$ cat config.mk
export PLATFORM = sky130hd
export DESIGN_NAME = fpu_mult_arbiter
export DESIGN_NICKNAME = d
export VERILOG_FILES = /design/src/rtl/fpu_mult_arbiter_pkg.sv /design/src/rtl/fpu_mult_arbiter_rr_picker.sv /design/src/rtl/fpu_mult_arbiter.sv
export SDC_FILE = /design/constraint.sdc
export NUM_CORES = 1
export LEC_CHECK = 0
export ABC_AREA = 1
export CAP_MARGIN = 5
export CORE_AREA = 3 3 211 110
export CTS_CLUSTER_SIZE = 24
export DETAILED_ROUTE_END_ITERATION = 12
export DIE_AREA = 0 0 214 113
export PLACE_DENSITY_LB_ADDON = 0.08
export SYNTH_ARGS = -nofsm -noshare
export SYNTH_HDL_FRONTEND = slang
export SYNTH_SLANG_ARGS = --single-unit
$ cat constraint.sdc
create_clock -name clk -period 2.36 [get_ports clk]
set_input_delay 0.236 -clock clk [delete_from_list [all_inputs] [get_ports clk]]
set_output_delay 0.236 -clock clk [all_outputs]
set_load 0.02 [all_outputs]
$ cat src/rtl/fpu_mult_arbiter_pkg.sv
// Shared types and defaults for the FPU multiplier arbiter and its picker.
package fpu_mult_arbiter_pkg;

  localparam int ARB_NUM_REQ        = 4;
  localparam int ARB_FP_WIDTH       = 32;
  localparam int ARB_TIMEOUT_CYCLES = 64;

  typedef logic [ARB_FP_WIDTH-1:0] float_t;

  typedef enum logic [1:0] {
    ARB_IDLE,
    ARB_ISSUE,
    ARB_WAIT,
    ARB_DONE
  } arb_state_t;

  // Index of the requester after idx, wrapping back to 0 past n-1.
  function automatic int wrap_next(input int idx, input int n);
    return (idx + 1 >= n) ? 0 : idx + 1;
  endfunction

endpackage

$ cat src/rtl/fpu_mult_arbiter_rr_picker.sv
// Combinational round-robin picker: first set request at or after ptr, wrapping upward.
module fpu_mult_arbiter_rr_picker #(
  parameter int NUM_REQ = 4,
  parameter int IDX_W   = (NUM_REQ > 1) ? $clog2(NUM_REQ) : 1
) (
  input  logic [NUM_REQ-1:0] req,
  input  logic [IDX_W-1:0]   ptr,
  output logic [NUM_REQ-1:0] grant,
  output logic [IDX_W-1:0]   grant_idx,
  output logic               any_req
);

  // Candidate gi is the requester gi positions after the pointer.
  logic [IDX_W-1:0]   cand_idx [NUM_REQ];
  logic [NUM_REQ-1:0] cand_req;

  for (genvar gi = 0; gi < NUM_REQ; gi++) begin : g_cand
    logic [IDX_W:0] sum;
    assign sum          = {1'b0, ptr} + (IDX_W+1)'(gi);
    assign cand_idx[gi] = (sum >= (IDX_W+1)'(NUM_REQ)) ?
                          IDX_W'(sum - (IDX_W+1)'(NUM_REQ)) : sum[IDX_W-1:0];
    assign cand_req[gi] = req[cand_idx[gi]];
  end

  assign any_req = |req;

  // Lowest-numbered active candidate wins; scanning downward lets it overwrite the rest.
  always_comb begin
    grant_idx = '0;
    for (int i = NUM_REQ - 1; i >= 0; i--) begin
      if (cand_req[i]) begin
        grant_idx = cand_idx[i];
      end
    end
    grant = any_req ? (NUM_REQ'(1) << grant_idx) : '0;
  end

endmodule

$ cat src/rtl/fpu_mult_arbiter.sv
// Shares one multi-cycle FP multiplier among NUM_REQ requesters, round-robin,
// one operation in flight, with a timeout guard on the multiplier handshake.
module fpu_mult_arbiter
  import fpu_mult_arbiter_pkg::*;
#(
  parameter int NUM_REQ        = ARB_NUM_REQ,
  parameter int FP_WIDTH       = ARB_FP_WIDTH,
  parameter int TIMEOUT_CYCLES = ARB_TIMEOUT_CYCLES
) (
  input  logic                             clk,
  input  logic                             rst_n,
  input  logic [NUM_REQ-1:0]               req_i,
  input  logic [NUM_REQ-1:0][FP_WIDTH-1:0] req_a_i,
  input  logic [NUM_REQ-1:0][FP_WIDTH-1:0] req_b_i,
  output logic [NUM_REQ-1:0]               req_ack_o,
  output logic [NUM_REQ-1:0]               resp_valid_o,
  output logic [FP_WIDTH-1:0]              resp_result_o,
  output logic                             resp_err_o,
  output logic                             busy_o,
  output logic                             mult_start_o,
  output logic [FP_WIDTH-1:0]              mult_a_o,
  output logic [FP_WIDTH-1:0]              mult_b_o,
  input  logic                             mult_done_i,
  input  logic [FP_WIDTH-1:0]              mult_result_i
);

  localparam int IDX_W = (NUM_REQ > 1) ? $clog2(NUM_REQ) : 1;
  localparam int TMR_W = (TIMEOUT_CYCLES > 1) ? $clog2(TIMEOUT_CYCLES) : 1;
  localparam logic [TMR_W-1:0] TMR_LAST = TMR_W'(TIMEOUT_CYCLES - 1);

  arb_state_t state_reg, state_next;

  logic [IDX_W-1:0]    ptr_reg, ptr_next;
  logic [IDX_W-1:0]    owner_reg, owner_next;
  logic [TMR_W-1:0]    timer_reg, timer_next;
  logic [FP_WIDTH-1:0] a_reg, a_next;
  logic [FP_WIDTH-1:0] b_reg, b_next;
  logic [FP_WIDTH-1:0] cap_result_reg, cap_result_next;
  logic                cap_err_reg, cap_err_next;
  logic [FP_WIDTH-1:0] result_reg, result_next;
  logic                err_reg, err_next;
  logic [NUM_REQ-1:0]  ack_reg, ack_next;
  logic [NUM_REQ-1:0]  resp_valid_reg, resp_valid_next;
  logic                start_reg, start_next;
  logic                busy_reg, busy_next;

  logic [NUM_REQ-1:0]  pick_grant;
  logic [IDX_W-1:0]    pick_idx;
  logic                pick_any;

  fpu_mult_arbiter_rr_picker #(
    .NUM_REQ (NUM_REQ),
    .IDX_W   (IDX_W)
  ) u_picker (
    .req       (req_i),
    .ptr       (ptr_reg),
    .grant     (pick_grant),
    .grant_idx (pick_idx),
    .any_req   (pick_any)
  );

  // Next-state and next-output logic; every output is a register so pulses land one cycle after the decision.
  always_comb begin
    state_next      = state_reg;
    ptr_next        = ptr_reg;
    owner_next      = owner_reg;
    timer_next      = timer_reg;
    a_next          = a_reg;
    b_next          = b_reg;
    cap_result_next = cap_result_reg;
    cap_err_next    = cap_err_reg;
    result_next     = result_reg;
    err_next        = err_reg;
    ack_next        = '0;
    resp_valid_next = '0;
    start_next      = 1'b0;

    case (state_reg)
      ARB_IDLE: begin
        if (pick_any) begin
          a_next     = req_a_i[pick_idx];
          b_next     = req_b_i[pick_idx];
          owner_next = pick_idx;
          ack_next   = pick_grant;
          start_next = 1'b1;
          state_next = ARB_ISSUE;
        end
      end
      ARB_ISSUE: begin
        timer_next = '0;
        state_next = ARB_WAIT;
      end
      ARB_WAIT: begin
        // A done in the last allowed cycle still counts as success.
        if (mult_done_i) begin
          cap_result_next = mult_result_i;
          cap_err_next    = 1'b0;
          state_next      = ARB_DONE;
        end else if (timer_reg == TMR_LAST) begin
          cap_result_next = '0;
          cap_err_next    = 1'b1;
          state_next      = ARB_DONE;
        end else begin
          timer_next = timer_reg + 1'b1;
        end
      end
      ARB_DONE: begin
        resp_valid_next = NUM_REQ'(1) << owner_reg;
        result_next     = cap_result_reg;
        err_next        = cap_err_reg;
        // Pointer moves past the owner even after a timeout, so it loses priority too.
        ptr_next        = IDX_W'(wrap_next(int'(owner_reg), NUM_REQ));
        state_next      = ARB_IDLE;
      end
      default: state_next = ARB_IDLE;
    endcase

    busy_next = (state_next != ARB_IDLE);
  end

  // State and output registers; reset drops any in-flight operation silently.
  always_ff @(posedge clk or negedge rst_n) begin
    if (!rst_n) begin
      state_reg      <= ARB_IDLE;
      ptr_reg        <= '0;
      owner_reg      <= '0;
      timer_reg      <= '0;
      a_reg          <= '0;
      b_reg          <= '0;
      cap_result_reg <= '0;
      cap_err_reg    <= 1'b0;
      result_reg     <= '0;
      err_reg        <= 1'b0;
      ack_reg        <= '0;
      resp_valid_reg <= '0;
      start_reg      <= 1'b0;
      busy_reg       <= 1'b0;
    end else begin
      state_reg      <= state_next;
      ptr_reg        <= ptr_next;
      owner_reg      <= owner_next;
      timer_reg      <= timer_next;
      a_reg          <= a_next;
      b_reg          <= b_next;
      cap_result_reg <= cap_result_next;
      cap_err_reg    <= cap_err_next;
      result_reg     <= result_next;
      err_reg        <= err_next;
      ack_reg        <= ack_next;
      resp_valid_reg <= resp_valid_next;
      start_reg      <= start_next;
      busy_reg       <= busy_next;
    end
  end

  assign req_ack_o     = ack_reg;
  assign resp_valid_o  = resp_valid_reg;
  assign resp_result_o = result_reg;
  assign resp_err_o    = err_reg;
  assign busy_o        = busy_reg;
  assign mult_start_o  = start_reg;
  assign mult_a_o      = a_reg;
  assign mult_b_o      = b_reg;

endmodule

## After elaboration in Yosys (flattened, before gate mapping)

Cells that the tools add are included.

- Flip-flop bits (word level): 152
- Output and inout port bits: 107
- Word-level logic and storage cells: 86

- $add $sub $neg: 9
- Shift-type cells: 2
- Order comparisons: 10
- Reduce and logical (&&, ||, !) cells: 8
- Multiplexer cells: 37
- Eq/ne operators: 6

Operators with widths:

| operator | count |
|---|---|
| $bmux 32 s2 | 2 |
| $mux 32 | 4 |
| $mux 2 | 12 |
| $lt 2x3->1 const B | 5 |
| $ge 3x3->1 const B | 4 |
| $mux 4 | 3 |
| $mux 6 | 2 |
| $pmux 6 s2 | 1 |
| $bmux 1 s2 | 4 |
| $mux 1 | 8 |
| $pmux 2 s4 | 1 |
| $shl 1x2->4 const A | 2 |
| $sub 2x1->2 const B | 4 |
| $add 2x1->3 const B | 2 |
| $add 2x2->3 const B | 2 |
| $add 6x1->6 const B | 1 |
| $eq 6x6->1 const B | 1 |
| $reduce_bool 2->1 | 3 |
| $eq 2x2->1 const B | 2 |
| $ne 2x2->1 const B | 2 |
| $reduce_and 2->1 | 2 |
| $reduce_or 4->1 | 1 |
| $ge 2x3->1 const B | 1 |
| $reduce_and 3->1 | 1 |
| other kinds (2) | 2 |

## Longest topological paths before layout

Gate-level depths: netlist (run 1).

- Word-level depth: 12
- Gate-level depth with buffers: 16
- Gate-level depth less buffers: 13

## Hierarchy

Synthesis (run 1) repeated with hierarchy kept, for this count alone.

- Cells, all modules: 1053
- Area, all modules: 7892.6 µm²

Modules (own cells, without submodules):

| module | area an instance (µm²) | seq. area each (µm²) | times used | cells an instance |
|---|---|---|---|---|
| fpu_mult_arbiter | 7612.3 | 3803.6 | 1 | 988 |
| fpu_mult_arbiter_rr_picker | 280.3 | 0.0 | 1 | 65 |

## Worst setup path before layout (run 1)

Ideal clock, no wire load.

- Kind: register -> register
- Start point: reg ptr_reg[0]
- End point: reg a_reg[11], in the netlist mult_a_o[11]
- Slack: 629 ps
- Data required time: 2243 ps
- Library setup time: 117 ps
- Data arrival time: 1614 ps
- Cell stages (with the launch flop): 16
- Path buffers: 3
- Cells stage by stage: dfrtp_1 > buf_6 > inv_2 > nand2_1 > nand3_1 > nand2_1 > nand3_2 > nand2_1 > nand2_1 > buf_2 > buf_2 > nand3_1 > nand3_1 > nand2_1 > nand2_1 > nand2_1

- Longest elaborated chain between the ends: 11
- Elaborated cells on any way between the ends: 29
- Those cells by class: add/sub (7); order compare (4); mux (18)

Ends and longest elaborated chain:

| element | line | source |
|---|---|---|
| start: declaration | fpu_mult_arbiter.sv:33 | `logic [IDX_W-1:0] ptr_reg, ptr_next;` |
| start signal: assignment | fpu_mult_arbiter.sv:140 | `ptr_reg <= ptr_next;` |
| $add 2x2->3 | fpu_mult_arbiter_rr_picker.sv:19 | `assign sum = {1'b0, ptr} + (IDX_W+1)'(gi);` |
| $ge 3x3->1 or $sub 2x1->2 (tied branches) | fpu_mult_arbiter_rr_picker.sv:20, fpu_mult_arbiter_rr_picker.sv:21 |  |
| $mux 2 | fpu_mult_arbiter_rr_picker.sv:20 | `assign cand_idx[gi] = (sum >= (IDX_W+1)'(NUM_REQ)) ?` |
| $bmux 1 s2 | fpu_mult_arbiter_rr_picker.sv:22 | `assign cand_req[gi] = req[cand_idx[gi]];` |
| $mux 1 (not written as such) | fpu_mult_arbiter_rr_picker.sv:22 |  |
| $mux 2 (3 in series) | fpu_mult_arbiter_rr_picker.sv:31 | `if (cand_req[i]) begin` |
| $mux 2 * | fpu_mult_arbiter_rr_picker.sv:31 |  |
| $bmux 32 s2 * | fpu_mult_arbiter.sv:81 | `a_next = req_a_i[pick_idx];` |
| $mux 32 (not written as such) * | fpu_mult_arbiter.sv:81 |  |
| end signal: assignment | fpu_mult_arbiter.sv:143 | `a_reg <= a_next;` |
| end: declaration | fpu_mult_arbiter.sv:36 | `logic [FP_WIDTH-1:0] a_reg, a_next;` |

Every way passes the cells marked *; elsewhere a longest branch is shown, timed or not. The select of a mux whose other input is x is not followed.
A chain may end at the register's enable or synchronous reset.

## Worst setup path in the final report (run 1)

- Start point: reg ptr_reg[0]
- End point: reg a_reg[20], in the netlist mult_a_o[20]

The elaborated chain is that of the path after synthesis.

==> results of run 1 <==
[cells in the final DEF (no fill, tap or decap)]
cell,instances
clkinv_4,4
o21ai_0,69
xnor2_1,1
xor2_1,1
dfrtp_1,151
o22ai_1,2
nand3_4,1
inv_1,311
o21ai_1,1
clkdlybuf4s50_1,400
nand2_4,2
inv_2,5
buf_12,12
ha_1,5
buf_4,15
nand3_1,267
inv_6,5
nor3_1,3
inv_8,2
diode_2,1
dlygate4sd3_1,1
nor2_1,20
buf_6,1
nand2_2,3
clkinv_2,2
clkbuf_16,17
dfrtp_2,1
a21oi_1,8
clkinvlp_4,1
nand3_2,1
nand2_1,478
clkinv_8,1
[power by group]
group / switching (uW) / internal (uW) / total (uW)
logic: 7710 / 4860 / 12600
clock network: 1200 / 1390 / 2590
registers: 612 / 3820 / 4430
[worst max path at each step]
stage | start | to | slack, ns | cells after the start
final | ptr_reg[0] | mult_a_o[20] | 0.22 | 14
after global routing | ptr_reg[0] | mult_b_o[0] | 0.05 | 14
after CTS | ptr_reg[0] | mult_a_o[20] | 0.15 | 14
after detailed placement | req_i[1] | mult_a_o[20] | 0.07 | 15
after global placement | req_i[1] | mult_a_o[1] | 0.15 | 15
after floorplan | ptr_reg[0] | mult_a_o[11] | 0.63 | 15
[metal layers]
metal | vias up | track usage (%) | wire, microns
met5 | - | 0 | 0
met4 | 0 | 8.422 | 863
met3 | 55 | 6.547 | 2129
met2 | 338 | 43.81 | 15210
met1 | 4628 | 31.70 | 13210
li1 | 4963 | - | -
[worst register-to-register path, cell delays in order, from the launching register on]
cell	delay (ns)
dfrtp_2	0.49
inv_2	0.09
nand2_1	0.10
nor2_1	0.05
nor2_1	0.18
nand3_2	0.14
nand2_1	0.12
nand2_4	0.09
nand2_4	0.11
buf_12	0.26
nand2_1	0.12
nand3_1	0.08
nand2_1	0.09
nand2_1	0.07
nand2_1	0.05
[cell families (layout without fill, tap and decap cells)]
kind of cell    after synthesis  in the layout
buf+inv                     401            777
fa+ha+maj                     5              5
other cells                   0              1
flops                       152            152
compound gates               80             80
simple gates                775            775
xor+xnor                      2              2
[final cells by class]
| type | instances | area [sq um] |
|---|---|---|
| inverters | 316 | 1186 |
| clock buffers | 17 | 425.4 |
| clock inverters | 15 | 135.1 |
| repair buffers | 429 | 4378 |
| fillers | 1853 | 7363 |
| well taps | 300 | 375.4 |
| multi-input cells | 862 | 3772 |
| diodes | 1 | 2.502 |
| flip-flops and latches | 152 | 3805 |
[timing repair]
item | in CTS | in global routing
gates resized for setup | 0 | 1
endpoints found under the setup margin | 0 | 41
hold buffers | 1 | 0
hold endpoints to repair | 41 | 0
[stage by stage]
stage                     hold slack [ns]  std cells  util [%]
after floorplan                  -0.05959       1415         -
after global placement             0.1738       2058     62.98
after detailed placement           0.1798       2058     62.98
after CTS                          0.2897       2091     65.64
after global routing               0.3168       2092     65.66
final                              0.2896       2092     65.66
==> key figures, run 1 <==
Synth
  – Seq/Total Area, Yosys: 41.38%
  – Number of flops mapped to enable cells by yosys: 0
  – Post-Syn Area: 9193 sq um
  – Synth Warn #: 0
  – Synth Area in Compound Gates: 4.383%
  – Multiplexer share of the synthesized area: 0%
  – Cell taking the most area after synthesis: dfrtp_1
  – Netlist cell types: 21
  – Syn Nets: 1715
  – Main combinational cell family by area after synthesis: simple AND/OR/NAND/NOR gates
  – Mean Syn Cell Area: 6.497 sq um
  – Synth Area in Adders: 0.6805%
  – Top-count cell post-synth: nand2_1
  – Synth async-reset ratio: 100.0%
  – Synth cell count leaders: nand2_1, inv_1, nand3_1, dfrtp_1, o21ai_0
  – XOR/XNOR Fraction of Synth Area: 0.1906%
  – Synth Flop Type: dfrtp_1
  – Synthesized flop and latch total: 152
  – Synth Instances: 1415
  – Synth area leaders: dfrtp_1, nand2_1, nand3_1
  – Simple logic cell fraction of the synthesized area: 35.51%
  – Area share of the largest cell type after synthesis: 41.38%

Floorplan
  – Std cell rows: 38
  – Ports: 402
  – Initial Utilization: 42.87%
  – DIE AREA: 24180 sq um
  – Die width: 214 microns
  – Die height: 113 microns
  – Core area: 21440 sq um

Worst setup path
  – CP Data Required Time: 2.67 ns
  – CP endpoint kind: register
  – Slowest CP cell: dfrtp_2
  – Worst-path cell chain: inv_2 -> nand2_1 -> nor2_1 -> nor2_1 -> nand3_2 -> nand2_1 -> nand2_4 -> nand2_4 -> buf_12 -> nand2_1 -> nand3_1 -> nand2_1 -> nand2_1 -> nand2_1
  – Worst r2r src: ptr_reg[0]
  – Largest stage delay, worst path: 0.49 ns
  – Worst EP arrival: 2.46 ns
  – Worst path bufs/invs: 2
  – R2R Path End: mult_a_o[20]
  – Top delay family on crit path: simple AND/OR/NAND/NOR gates
  – Crit path launch type: register
  – R2R depth: 14
  – Most used cell, CP: nand2_1
  – Setup CP Type: reg2reg
  – Largest fanout on the critical path: 66
  – Worst R2R Setup Slack: 0.22 ns

Placed design
  – Placed cell areas: 13510 sq um
  – Place WS: 0.07142 ns
  – Dpl hpwl: 23400 microns
  – IO Port Bufs: 401
  – Global placer's final weighted congestion: 0.9435

Clocking
  – Clk slew on worst S/H paths: 0.07 ns
  – Root buffer cell: clkbuf_16
  – Clock buffer depth: 2
  – H-tree levels: 4
  – CTS tree: yes
  – Post CTS Setup Buffer Count: 0
  – Worst skew pair latency: 0.42 ns
  – TritonCTS buffer count: 17
  – TritonCTS Sinks: 152

GRT
  – GRT Overall Usage: 25.49%
  – First-pass GRT wire length: 49930 microns
  – Largest net degree at the start of global routing: 81
  – GR Overflow Total: 0
  – Initial antenna violation count: 1
  – Number of global-route vias before repair: 9667

STA
  – Tightest Pin Transition: 0.5686 ns
  – Fmax: 0.4663 GHz
  – Fin. max-slew vios: 0
  – Skew final: 0.007257 ns
  – Final setup margin: 0.2153 ns
  – Final TNS setup: 0 ns
  – Slew headroom: 62.10%
  – Period utilization: 90.88%
  – Fin crit period: 2.145 ns
  – Final setup fails: 0
  – Hold Vio Cnt, Final: 0
  – RSZ-0062 raised after global routing: no

Routing
  – Post-DRT Antenna Nets: 0
  – DRC viols: 0
  – Via Count: 9984
  – Final wirelength: 31410 microns
  – Routed WL per cell: 15.01 microns
  – DRT Pass-1 Iters: 5
  – Initial DRC count: 762
  – Avg Vias per Cell: 4.772

Final layout
  – Share of layout cells above drive strength 1: 4.076%
  – Fin area: 14080 sq um
  – Final net count: 2078
  – Synth-to-layout area growth: 53.17%

Power
  – Pwr dens: 1391 nW/um^2
  – Peak supply drop: 1.154 mV
  – Final Power: 19590 uW
  – Static leakage: 0.007549 uW

Flow run
  – Max-cap violations: 0

Outcome
  – Outcome: complete, no violations

Hold path
  – Worst hold path type: in2async
Note: power is estimated with default switching activity, not from simulation.
==> run 2: changes to the inputs <==
- CAP_MARGIN: 5 -> 20
- clock period: 2.36 -> 2.3 ns (I/O delays scaled with it)
==> run 2 against run 1 <==
Via count grew 1.0%. Final cell count grew 0.62%. Total power grew 7.0%. Non-clock buffer count grew 13. Count of clock-buffer cells in the layout grew 3. Clock skew grew 0.00067 ns. Critical path depth is the same. Sequential share of layout area shrank 0.43 points. Largest power group unchanged. Register-to-register slack gained 0.02 ns. Highest routed layer is now met5.
==> key figures, run 2 (synthesized netlist as in run 1, its figures left out) <==
Final layout
  – Multi-input logic area: 3775 sq um
  – Share of layout cells above drive strength 1: 4.712%
  – Fin area: 14310 sq um
  – Final net count: 2091
  – Final Non-Filler Cells: 2105
  – Most frequent cells in the layout: nand2_1, clkdlybuf4s50_1, inv_1
  – Fillers: 1883
  – Synth-to-layout area growth: 55.64%
  – FF+latch area: 3805 sq um
  – Commonest non-fill, non-tap cell in the layout: nand2_1

Worst setup path
  – Top delay family on crit path: simple AND/OR/NAND/NOR gates
  – Worst setup startpoint: ptr_reg[0]
  – Largest stage delay, worst path: 0.48 ns
  – Most used cell, CP: nand2_1
  – Largest fanout on the critical path: 42
  – CP Data Required Time: 2.61 ns
  – Worst r2r src: ptr_reg[0]
  – Crit path launch type: register
  – Worst path bufs/invs: 2
  – Slowest CP cell: dfrtp_2
  – CP endpoint kind: register
  – Worst R2R Setup Slack: 0.23 ns
  – Worst-path cell chain: inv_2 -> nand2_1 -> nand3_1 -> nand2_1 -> nand3_2 -> nand2_1 -> nand2_4 -> nand2_4 -> buf_12 -> nand2_1 -> nand3_1 -> nand2_1 -> nand2_1 -> nand2_1
  – Setup CP Type: reg2reg
  – Worst EP arrival: 2.38 ns

Routing
  – DRC viols: 0
  – Initial DRC count: 870
  – Routed WL per cell: 14.94 microns
  – Avg Vias per Cell: 4.790
  – Post-DRT Antenna Nets: 0
  – DRT Pass-1 Iters: 6
  – Via Count: 10.08k
  – Final wirelength: 31440 microns

Power
  – Sequential share of power: 21.7%
  – Pwr dens: 1464 nW/um^2
  – Net Sw Frac: 46.64%
  – Clock power frac: 14.9%
  – Part of the power in combinational logic: 63.3%
  – Peak supply drop: 0.9542 mV
  – Static leakage: 0.007664 uW
  – P_int: 11180 uW
  – Switching Power: 9770 uW

STA
  – RSZ-0062 raised after global routing: no
  – Fin. max-slew vios: 0
  – Slew headroom: 70.36%
  – Tightest Pin Transition: 0.4445 ns
  – Final TNS setup: 0 ns
  – Period utilization: 89.83%
  – Hold Slack: 0.2951 ns
  – Hold Vio Cnt, Final: 0
  – Final setup fails: 0
  – Skew final: 0.007926 ns
  – Final setup margin: 0.2339 ns
  – Fin crit period: 2.066 ns
  – Fmax: 0.4840 GHz

GRT
  – Number of global-route vias before repair: 9766
  – GRT busiest layer: met2
  – Grt met2 use: 43.81%
  – GRT met3 Usage: 6.627%
  – Initial antenna violation count: 2
  – Largest net degree at the start of global routing: 69
  – GR Overflow Total: 0
  – Met1 Resource Use GR: 32.23%
  – First-pass GRT wire length: 50290 microns
  – GRT Overall Usage: 25.72%

Hold path
  – Worst hold path type: in2async

Clocking
  – CTS tree: yes
  – H-tree levels: 4
  – Clock buffer depth: 2
  – Root buffer cell: clkbuf_16
  – Clk slew on worst S/H paths: 0.06 ns
  – Worst skew pair latency: 0.42 ns
  – Post CTS Setup Buffer Count: 0
  – TritonCTS buffer count: 17
  – TritonCTS Sinks: 152

Floorplan
  – Initial Utilization: 42.87%
  – DIE AREA: 24180 sq um
  – Std cell rows: 38
  – Die height: 113 microns
  – Ports: 402
  – Core area: 21440 sq um
  – Die width: 214 microns

Placed design
  – Dpl hpwl: 23890 microns
  – IO Port Bufs: 401
  – Placed cell areas: 13630 sq um
  – Global placer's final weighted congestion: 0.9664
  – Placed cells: 2071
  – Place WS: 0.02253 ns

Flow run
  – Max-cap violations: 0

Outcome
  – Outcome: complete, no violations
## run 2: layer usage
metal  vias to the layer above  part of all wire (%)
li1                       4984                     -
met1                      4699                    42
met2                       343                    49
met3                        56                   6.3
met4                         2                   2.7
met5                         -                 0.041
## run 2: worst reg2reg max path, cell delays in order, from the launching register on
cell and delay, ns:
dfrtp_2 0.48, inv_2 0.09, nand2_1 0.10, nand3_1 0.13, nand2_1 0.11, nand3_2 0.10
nand2_1 0.12, nand2_4 0.07, nand2_4 0.19, buf_12 0.24, nand2_1 0.10, nand3_1 0.07
nand2_1 0.06, nand2_1 0.06, nand2_1 0.05
## run 2: power by group through the flow
stage | registers, uW | logic, uW | clock network [uW]
after floorplan | 5490 | 7440 | 0
after global placement | 4530 | 12900 | 0
after detailed placement | 4560 | 13200 | 0
after CTS | 4550 | 13300 | 3200
after global routing | 4680 | 14800 | 3330
final | 4550 | 13300 | 3130
## run 2: repair_timing
item                                    CTS  global route
endpoints found under the setup margin    0            64
resized for setup                         0             3
hold buffers                              1             0
hold endpoints to repair                 43             0
## run 2: layout make-up
class / instances / share of cell area (%)
multi-input combinational: 862 / 26.38
antenna: 1 / 0.01749
clock inverter: 12 / 1.487
sequential: 152 / 26.59
clock buffer: 20 / 3.122
inverter: 316 / 8.290
tap: 300 / 2.624
timing repair buffer: 442 / 31.48
## run 2: stage by stage
step	power (uW)	util [%]
floorplan	12930	-
global placement	17470	63.55
detailed placement	17810	63.55
CTS	21070	66.68
global route	22780	66.72
finish	20950	66.72
## run 2: final timing paths
path,endpoint,cells after the start
min reg2reg,mult_a_o[14],2
max reg2reg,mult_a_o[0],14
max in group asynchronous,mult_a_o[11],3
max,mult_a_o[0],14
min,resp_result_o[1],2
min in group clk,cap_result_reg[1],3
==> run 3: changes to the inputs <==
- CORE_AREA: 3 3 211 110 -> 3 3 193 120
- DIE_AREA: 0 0 214 113 -> 0 0 196 123
==> run 3 against run 2 <==
Core utilization fell by 1.4 points. Global-route usage rose by 0.39 points. Combinational power barely moved. Sequential share of layout area rose by 0.30 points. Die area fell by 0.31%. Wire length rose by 2.2%. Clock power fell by 2%. Register-to-register slack got worse by 0.02 ns. Non-clock buffer count fell by 16. First-iteration DRC count fell by 35%.
==> key figures, run 3 (synthesized netlist as in run 1, its figures left out) <==
Final layout
  – Synth-to-layout area growth: 53.93%
  – Share of layout cells above drive strength 1: 3.859%
  – Fillers: 1980
  – Most frequent cells in the layout: nand2_1, clkdlybuf4s50_1, inv_1
  – Commonest non-fill, non-tap cell in the layout: nand2_1
  – Final net count: 2075
  – Fin area: 14150 sq um

Routing
  – DRT Pass-1 Iters: 5
  – Avg Vias per Cell: 4.769
  – Post-DRT Antenna Nets: 0
  – DRC viols: 0
  – Final wirelength: 32120 microns
  – Initial DRC count: 565
  – Via Count: 9896
  – Routed WL per cell: 15.48 microns

STA
  – Hold Slack: 0.3664 ns
  – Tightest Pin Transition: 0.6661 ns
  – Slew headroom: 55.59%
  – Skew final: 0.005589 ns
  – Fmax: 0.4782 GHz
  – Final setup fails: 0
  – Fin crit period: 2.091 ns
  – Period utilization: 90.92%
  – Fin. max-slew vios: 0
  – Final TNS setup: 0 ns
  – RSZ-0062 raised after global routing: no
  – Hold Vio Cnt, Final: 0

GRT
  – First-pass GRT wire length: 49780 microns
  – Number of global-route vias before repair: 9228
  – Initial antenna violation count: 1
  – Largest net degree at the start of global routing: 75
  – GRT Overall Usage: 26.11%
  – GR Overflow Total: 0

Clocking
  – CTS tree: yes
  – TritonCTS Sinks: 152
  – Root buffer cell: clkbuf_16
  – Clock buffer depth: 2
  – TritonCTS buffer count: 17
  – Post CTS Setup Buffer Count: 0
  – Clk slew on worst S/H paths: 0.07 ns
  – Worst skew pair latency: 0.43 ns
  – H-tree levels: 4

Worst setup path
  – Worst EP arrival: 2.41 ns
  – Crit path launch type: register
  – Setup CP Type: reg2reg
  – Largest fanout on the critical path: 37
  – CP endpoint kind: register
  – CP Data Required Time: 2.62 ns

Power
  – Peak supply drop: 1.510 mV
  – Pwr dens: 1458 nW/um^2
  – Static leakage: 0.007576 uW

Placed design
  – Global placer's final weighted congestion: 0.8891
  – Dpl hpwl: 23350 microns
  – IO Port Bufs: 401
  – Placed cell areas: 13490 sq um

Floorplan
  – Die width: 196 microns
  – Ports: 402
  – DIE AREA: 24110 sq um
  – Std cell rows: 42
  – Die height: 123 microns
  – Initial Utilization: 42.46%
  – Core area: 21650 sq um

Outcome
  – Outcome: complete, no violations

Flow run
  – Max-cap violations: 0

Hold path
  – Worst hold path type: in2async
## run 3: cell types whose count changed in the layout (fill, tap and decap cells not counted), sizes merged
cell      delta
inv          -1
buf         -16
clkinvlp     +2
bufinv       -1
## run 3: worst max-delay path: stages, from the launching register on
cell and delay, ns:
dfrtp_2 0.49, inv_2 0.12, nand2_1 0.08, nand3_1 0.12, nand2_1 0.08, nand3_2 0.09, nand2_1 0.09, nand2_4 0.12
buf_4 0.36, nand3_1 0.13, nand3_1 0.12, nand2_1 0.06, nand2_1 0.05, nand2_1 0.05
## run 3: path summary, 6_finish.rpt
| path | endpoint | cells past startpoint | start | slack [ns] |
|---|---|---|---|---|
| worst max-delay path | mult_a_o[5] | 13 | ptr_reg[0] | 0.21 |
| max in group asynchronous | mult_b_o[11] | 3 | rst_n | 1.15 |
| min in group clk | cap_result_reg[4] | 3 | mult_result_i[4] | 0.37 |
| worst max register to register | mult_a_o[5] | 13 | ptr_reg[0] | 0.21 |
| worst min register to register | resp_result_o[17] | 2 | resp_result_o[17] | 0.48 |
| worst min-delay path | resp_result_o[1] | 2 | rst_n | 0.37 |
## run 3: area by class of cell
cell class              instances  area (sq um)  share of cell area, %
clock buffers                  20         456.7                  3.228
clock inverters                12         188.9                  1.335
flip-flops and latches        152          3805                  26.89
multi-input cells             862          3772                  26.66
repair buffers                426          4380                  30.96
inverters                     316          1186                  8.383
well taps                     286         357.8                  2.529
diodes                          1         2.502                0.01769
## run 3: per-stage QoR
stage / power [uW] / utilization [%] / instances / worst slack, ns
6_report: 20630 / 65.35 / 2075 / 0.2089
5_1_grt: 22470 / 65.35 / 2075 / 0.01614
2_1_floorplan: 12930 / - / 1415 / 0.5692
4_1_cts: 20810 / 65.34 / 2074 / 0.1218
3_3_place_gp: 17410 / 62.31 / 2041 / 0.07955
3_5_place_dp: 17620 / 62.31 / 2041 / 0.03413
## run 3: repair_timing
action	in CTS	in global routing
setup endpoints to repair	0	52
gates resized for setup	0	1
hold buffers	1	0
hold endpoints to repair	66	0
## run 3: per-layer routing
metal	wire length, microns	GRT usage, %	up-vias
met4	582	7.477	0
met1	13840	34.37	4568
met2	15070	42.72	336
met5	0	0	-
met3	2633	7.162	37
li1	-	-	4955
## run 3: power breakdown
group	switching [uW]	internal (uW)
combinational	7950	5040
sequential	633	3920
clock	1190	1890
total	9770	10900
